[src/rtl/mem_axi_rd_arbiter.sv]
// mem_axi_rd_arbiter: round-robin arbiter that shares one AXI read channel
// between an instruction-side (S0) and a data-side (S1) requester.
// Only one burst is in flight at a time.
//   CLK, RST            clock, synchronous active-high reset
//   S0_*/S1_*           requester AR request/accept and R beat delivery
//   M_AXI_*             shared AXI AR/R master interface
//   GRANT               one-hot owner (01 = S0, 10 = S1, 00 = none)
//   BUSY                a burst is in progress
//   PROTOERR            sticky RLAST/ARLEN mismatch flag
module mem_axi_rd_arbiter #(
    parameter int unsigned ADDR_W = 32,
    parameter int unsigned DATA_W = 32
) (
    input  logic              CLK,
    input  logic              RST,
    input  logic [ADDR_W-1:0] S0_ARADDR,
    input  logic [7:0]        S0_ARLEN,
    input  logic              S0_ARVALID,
    output logic              S0_ARREADY,
    output logic [DATA_W-1:0] S0_RDATA,
    output logic              S0_RLAST,
    output logic              S0_RVALID,
    input  logic              S0_RREADY,
    input  logic [ADDR_W-1:0] S1_ARADDR,
    input  logic [7:0]        S1_ARLEN,
    input  logic              S1_ARVALID,
    output logic              S1_ARREADY,
    output logic [DATA_W-1:0] S1_RDATA,
    output logic              S1_RLAST,
    output logic              S1_RVALID,
    input  logic              S1_RREADY,
    output logic [ADDR_W-1:0] M_AXI_ARADDR,
    output logic [7:0]        M_AXI_ARLEN,
    output logic              M_AXI_ARVALID,
    input  logic              M_AXI_ARREADY,
    input  logic [DATA_W-1:0] M_AXI_RDATA,
    input  logic              M_AXI_RLAST,
    input  logic              M_AXI_RVALID,
    output logic              M_AXI_RREADY,
    output logic [1:0]        GRANT,
    output logic              BUSY,
    output logic              PROTOERR
);

    typedef enum logic [1:0] {
        IDLE = 2'b00,
        ADDR = 2'b01,
        DATA = 2'b11
    } state_t;

    state_t            state, state_nxt;
    logic [ADDR_W-1:0] araddr_nxt;
    logic [7:0]        arlen_nxt;
    logic              arvalid_nxt;
    logic [1:0]        grant_nxt;
    logic              perr_nxt;
    logic              last_s1, last_s1_nxt;   // last burst owner was S1
    logic [7:0]        beat_cnt, beat_nxt;
    logic              win_s1;
    logic              rready_int;
    logic              beat_hs;

    assign BUSY = (state != IDLE);

    // State and registered outputs
    always_ff @(posedge CLK) begin
        if (RST) begin
            state         <= IDLE;
            M_AXI_ARADDR  <= '0;
            M_AXI_ARLEN   <= '0;
            M_AXI_ARVALID <= 1'b0;
            GRANT         <= 2'b00;
            PROTOERR      <= 1'b0;
            last_s1       <= 1'b1;
            beat_cnt      <= '0;
        end else begin
            state         <= state_nxt;
            M_AXI_ARADDR  <= araddr_nxt;
            M_AXI_ARLEN   <= arlen_nxt;
            M_AXI_ARVALID <= arvalid_nxt;
            GRANT         <= grant_nxt;
            PROTOERR      <= perr_nxt;
            last_s1       <= last_s1_nxt;
            beat_cnt      <= beat_nxt;
        end
    end

    // Next-state, arbitration and combinational R routing
    always_comb begin
        state_nxt    = state;
        araddr_nxt   = M_AXI_ARADDR;
        arlen_nxt    = M_AXI_ARLEN;
        arvalid_nxt  = M_AXI_ARVALID;
        grant_nxt    = GRANT;
        perr_nxt     = PROTOERR;
        last_s1_nxt  = last_s1;
        beat_nxt     = beat_cnt;
        win_s1       = 1'b0;
        rready_int   = 1'b0;
        beat_hs      = 1'b0;
        S0_ARREADY   = 1'b0;
        S1_ARREADY   = 1'b0;
        S0_RDATA     = '0;
        S0_RLAST     = 1'b0;
        S0_RVALID    = 1'b0;
        S1_RDATA     = '0;
        S1_RLAST     = 1'b0;
        S1_RVALID    = 1'b0;
        M_AXI_RREADY = 1'b0;

        // Reset suppresses every handshake even while the old state is still visible
        if (!RST) begin
            case (state)
                IDLE: begin
                    if (S0_ARVALID || S1_ARVALID) begin
                        // On a tie, the requester that did not own the last burst wins
                        win_s1      = S1_ARVALID && (!S0_ARVALID || !last_s1);
                        S0_ARREADY  = !win_s1;
                        S1_ARREADY  = win_s1;
                        araddr_nxt  = win_s1 ? S1_ARADDR : S0_ARADDR;
                        arlen_nxt   = win_s1 ? S1_ARLEN  : S0_ARLEN;
                        arvalid_nxt = 1'b1;
                        grant_nxt   = win_s1 ? 2'b10 : 2'b01;
                        state_nxt   = ADDR;
                    end
                end
                ADDR: begin
                    if (M_AXI_ARREADY) begin
                        arvalid_nxt = 1'b0;
                        beat_nxt    = 8'd0;
                        state_nxt   = DATA;
                    end
                end
                DATA: begin
                    S0_RVALID    = GRANT[0] & M_AXI_RVALID;
                    S0_RLAST     = GRANT[0] & M_AXI_RLAST;
                    S0_RDATA     = GRANT[0] ? M_AXI_RDATA : '0;
                    S1_RVALID    = GRANT[1] & M_AXI_RVALID;
                    S1_RLAST     = GRANT[1] & M_AXI_RLAST;
                    S1_RDATA     = GRANT[1] ? M_AXI_RDATA : '0;
                    rready_int   = (GRANT[0] & S0_RREADY) | (GRANT[1] & S1_RREADY);
                    M_AXI_RREADY = rready_int;
                    beat_hs      = M_AXI_RVALID & rready_int;
                    if (beat_hs) begin
                        beat_nxt = beat_cnt + 8'd1;
                        // RLAST must coincide exactly with beat index == ARLEN
                        if (M_AXI_RLAST != (beat_cnt == M_AXI_ARLEN)) begin
                            perr_nxt = 1'b1;
                        end
                        if (M_AXI_RLAST) begin
                            last_s1_nxt = GRANT[1];
                            grant_nxt   = 2'b00;
                            state_nxt   = IDLE;
                        end
                    end
                end
                default: begin
                    arvalid_nxt = 1'b0;
                    grant_nxt   = 2'b00;
                    state_nxt   = IDLE;
                end
            endcase
        end
    end

endmodule

[config.mk]
export PLATFORM = sky130hd
export DESIGN_NAME = mem_axi_rd_arbiter
export DESIGN_NICKNAME = d
export VERILOG_FILES = /design/src/rtl/mem_axi_rd_arbiter.sv
export SDC_FILE = /design/constraint.sdc
export NUM_CORES = 1
export LEC_CHECK = 0
export CAP_MARGIN = 30
export CORE_ASPECT_RATIO = 0.75
export CORE_UTILIZATION = 31
export DETAILED_ROUTE_END_ITERATION = 6
export PLACE_DENSITY = 0.81
export SKIP_LAST_GASP = 1
export SYNTH_ARGS = -nofsm -noshare
export SYNTH_HDL_FRONTEND = slang
export SYNTH_SLANG_ARGS = --single-unit
[constraint.sdc]
create_clock -name CLK -period 1.4 [get_ports CLK]
set_input_delay 0.28 -clock CLK [delete_from_list [all_inputs] [get_ports CLK]]
set_output_delay 0.28 -clock CLK [all_outputs]
set_load 0.01 [all_outputs]
# After elaboration in Yosys (flattened, before gate mapping)

Cells that the tools add are included.

Register bits: 55
Input bits: 121
Output and inout bits: 116
Word-level logic and storage cells: 81

Add/subtract/negate cells: 1
Eq/ne operators: 8
Multiplexer cells: 38
Bitwise operators: 10
Reduce and logical (&&, ||, !) cells: 16

Operators by type and width:

| kind                                           | count |
|---|---|
| 2-to-1 mux 32 bit                              | 7 |
| 2-to-1 mux 8 bit                               | 3 |
| 2-to-1 mux 1 bit                               | 18 |
| case mux 8 bit (2 select lines)                | 1 |
| 2-to-1 mux 2 bit                               | 6 |
| case mux 2 bit (3 select lines)                | 2 |
| AND reduction 3 bit                            | 4 |
| adder 8 x 1 -> 8 bit (second input constant)   | 1 |
| == test 8 bit                                  | 1 |
| inequality test 2 bit (second input constant)  | 4 |
| AND reduction 4 bit                            | 2 |
| bitwise AND 1 bit                              | 7 |
| nonzero test 2 bit                             | 2 |
| zero test 1 bit                                | 3 |
| case mux 1 bit (3 select lines)                | 1 |
| == test 2 x 1 -> 1 bit (second input constant) | 1 |
| == test 2 bit (second input constant)          | 1 |
| zero test 2 bit                                | 1 |
| logical OR 1 bit                               | 2 |
| inverter 1 bit                                 | 2 |
| AND reduction 2 bit                            | 1 |
| logical AND 1 bit                              | 1 |
| inequality test 1 bit                          | 1 |
| OR 1 bit                                       | 1 |

# Logic depth before layout (Yosys ltp)

Depth in word-level cells: 7
Mapped depth: 7

# Least setup slack after synthesis

OpenSTA, ideal clock, no wires.

Path kind: reg2out
Start: register state[0]
End: output port S0_ARREADY
Arrival: 1341 ps
Data required time: 1120 ps
Path slack: -221 ps
Stages on the path, launching flop included: 5
Buffers on the path: 2
Cell sequence: dfxtp_1 -> buf_4 -> or2_1 -> buf_2 -> nor4_1

Longest elaborated chain between the ends: 3

RTL lines:

| element                | RTL line | RTL |
|---|---|---|
| start, declared        | 51       | `state_t state, state_nxt;` |
| start signal, assigned | 77       | `state <= state_nxt;` |
| zero test 2 bit        | 113      | `case (state)` |
| 2-to-1 mux 1 bit       | 113      |  |
| 2-to-1 mux 1 bit       | 112      | `if (!RST) begin` |
| end, declared          | 19       | `output logic S0_ARREADY,` |

Every way passes these cells.

# Final worst setup path

Start: register state[1]
End: output port S1_RDATA[28]

Longest elaborated chain between the ends: 3

RTL lines:

| element           | RTL line | RTL |
|---|---|---|
| == test 2 bit     | 113      |  |
| 2-to-1 mux 32 bit | 113      |  |
| 2-to-1 mux 32 bit | 112      |  |
| end, declared     | 28       | `output logic [DATA_W-1:0] S1_RDATA,` |

Every way passes these cells.

==> impl_metrics.yaml <==
status:
  violations: "setup timing"
  status: "finished, violations left"
cells_and_area:
  diodes: 0
  fin_nets: 784
  area_growth_pct: 131
  multiInputGateArea_um2: 2430
  regArea_um2: 1110
  fin_area_um2: 7280
  fillers: 634
  drive_gt1_share_pct: 45.2
timing:
  rsz0062_at_grt: "true"
  slew_violations: 0
  slew_headroom_pct: 54.6
  min_period_ns: 1.79
  max_freq_ghz: 0.559
  finalHoldViolCount: 0
  setup_tns_ns: -35.35
  worst_pin_slew_ns: 0.680
  fin_skew_ns: 0.00787
  setup_viol: 125
  post-route-period-util_pct: 128
  setup_slack_ns: -0.389
grt:
  grt_max_degree: 47
  grt_pass1_wl_mm: 22.0
  antenna_found_initial: 0
  met3_usage_pct: 5.10
  grt_pass1_vias: 4041
  grtUsageTotal_pct: 26.6
  grtUsageMet2_pct: 47.7
  grt_overflow: 0
  grt-busiest-layer: "met2"
  grtUsageMet1_pct: 32.9
synth:
  yosys.area_share.simple_pct: 26.1
  synth_top_family_by_area: "simple AND/OR/NAND/NOR gates"
  synth_adder_area_share_pct: 0.398
  syn_area_um2: 3150
  ys_types: 40
  synth-xor-area-share_pct: 2.23
  yosys_warnings: 0
  avgSynthCellArea_um2: 8.67
  netlist_instances: 363
  synth.area.mux_share_pct: 13.0
  synth_compound_area_share_pct: 16.3
  ys_seq_elements: 55
  ys_seq_area_share_pct: 35.0
  syn_nets: 485
route:
  firstDrtPassIters: 4
  drt.antenna.violating_nets: 0
  vias: 4298
  post_drt_wl_per_cell_um: 21.1
  drt_wl_total_mm: 16.7
  drtIter0Drc: 213
  via_per_inst: 5.41
  drc: 0
clock_network:
  cts_tree: "built"
  clockBufferDepth: 2
  path_clk_slew_ns: 0.08
  clock-root-buffer: "clkbuf_16"
  clock-sinks: 55
  cts_buffers: 5
  clk_latency_ns: 0.29
  cts_max_level: 2
worst_setup_path:
  critPathKind: "flip-flop to output port"
  critPathArrivalTime_ns: 1.51
  crit_chain: "and3_4 -> buf_8 -> buf_8 -> buf_6 -> and3_4 -> buf_6"
  path_delay_family: "buffers and inverters"
  crit_path_max_incr_delay_ns: 0.38
  required_ns: 1.12
  ff2ff_setup_slack_ns: -0.35
  startpoint_type: "flip-flop"
  endpoint_kind: "output port"
  critPathBufInv: 4
  slowest_stage: "dfxtp_2"
  cp_max_fo: 6
die:
  dieArea_um2: 10600
  fp.dieH_um: 89.2
  initial_core_util_pct: 32.2
  core_um2: 9770
  rows: 31
  die_w_um: 118
  pin_count: 237
power:
  power_mw: 4.98
  max-vdd-ir-drop_mv: 0.567
  powerDensity_nw_per_um2: 684
  p_leak_nw: 3.23
placement:
  gp_congestion: 0.880
  port_buffers: 236
  hpwl_mm: 9.59
  place_area_um2: 5910
hold_path:
  worstHoldPathType: "primary input to flip-flop"
job:
  maxCapViolCount: 0
## area by class of cell
cell class,instances,share of cell area [%]
Timing Repair Buffer,329,46.7
Sequential cell,55,15.3
Multi-Input combinational cell,268,33.5
Inverter,3,0.155
Clock buffer,5,1.72
Tap cell,132,2.27
Clock inverter,3,0.361
## flip-flops by register name, indices dropped and copies added (netlist names)
signal         flops
M_AXI_ARVALID      1
last_s1            1
M_AXI_ARADDR      32
GRANT              2
PROTOERR           1
beat_cnt           8
state              2
M_AXI_ARLEN        8
## through the flow
step                      util (%)  cells  worst slack (ns)  hold WS (ns)
after floorplan                  -    363           -0.0325         0.430
after global placement        60.5    733            -0.728         0.481
after detailed placement      60.5    733            -0.753         0.486
after CTS                     68.7    784            -0.388         0.403
after global routing          74.5    795            -0.412         0.465
final                         74.5    795            -0.389         0.449
## kinds of logic (layout without fill, tap and decap cells)
logic type	after synthesis	count (layout)
AO/OA/AOI/OAI	71	72
buffers and inverters	41	340
adder cells (fa/ha/maj)	1	1
AND/OR/NAND/NOR	146	146
flip-flops	55	55
XOR/XNOR	8	8
multiplexers	41	41
## routing by layer
layer | vias to the layer above | wire length (um)
met5 | - | 0
met3 | 48 | 1060
met2 | 203 | 8330
met4 | 0 | 450
li1 | 1941 | -
met1 | 2106 | 6900
## power by group
group	total, mW	switching, mW	internal, mW
registers	1.79	0.0984	1.70
logic	1.87	0.817	1.05
clock network	1.32	0.632	0.683
total	4.98	1.55	3.43
## synth_stat cells (all sizes together)
master | count | share of area (%)
a311oi | 1 | 0.28
a21o | 3 | 0.72
dfxtp | 55 | 35
a211o | 1 | 0.28
nor2b | 1 | 0.44
nand4 | 5 | 0.99
a2111oi | 1 | 0.28
a21boi | 1 | 0.24
o2111ai | 1 | 0.28
a22o | 1 | 0.56
inv | 3 | 0.36
nor3 | 1 | 0.16
o211ai | 1 | 0.24
a211oi | 41 | 9.8
a21oi | 11 | 1.9
and3 | 72 | 15
o311ai | 1 | 0.28
or2 | 1 | 0.20
buf | 18 | 4.1
nand2 | 9 | 1.1
xnor2 | 8 | 2.2
nor3b | 1 | 0.24
clkbuf | 20 | 2.4
o31ai | 2 | 0.48
o21ai | 5 | 0.80
nor4 | 1 | 0.20
mux2i | 41 | 13
and2 | 3 | 0.76
or3 | 3 | 0.72
o21a | 1 | 0.24
nor2 | 47 | 6.1
or4 | 2 | 0.48
ha | 1 | 0.40
## cell usage in the layout (no fill, tap or decap), types with 11 or more instances in the layout
master / instances
clkdlybuf4s50_1: 116
buf_6: 61
dfxtp_1: 49
dlygate4sd2_1: 46
and3_4: 42
buf_4: 42
mux2i_1: 36
nor2_1: 33
buf_2: 31
and3_1: 29
a211oi_2: 26
a211oi_1: 15
buf_12: 12
clkbuf_16: 11
## repair_timing
action / 4_1_cts / 5_1_grt
endpoints found under the setup margin: 168 / 127
hold buffers: 0 / 0
pin swaps: 55 / 51
gates resized for setup: 449 / 111
endpoints found under the hold margin: 0 / 0
gates cloned: 10 / 6
buffers inserted: 34 / 12
## worst min-delay path, stage by stage
cell and delay [ns]:
buf_2 0.10, inv_1 0.06, buf_4 0.16, o21a_1 0.10
## path summary, 6_finish.rpt
kind                                  startpoint          endpoint  cells after the start
worst max-delay path                    state[1]      S1_RDATA[28]                      6
worst max register to register          state[1]  M_AXI_ARADDR[10]                      9
worst min register to register  M_AXI_ARADDR[14]  M_AXI_ARADDR[14]                      2
worst min-delay path                         RST          state[0]                      4
No activity file was read; power rests on OpenSTA's default activity.
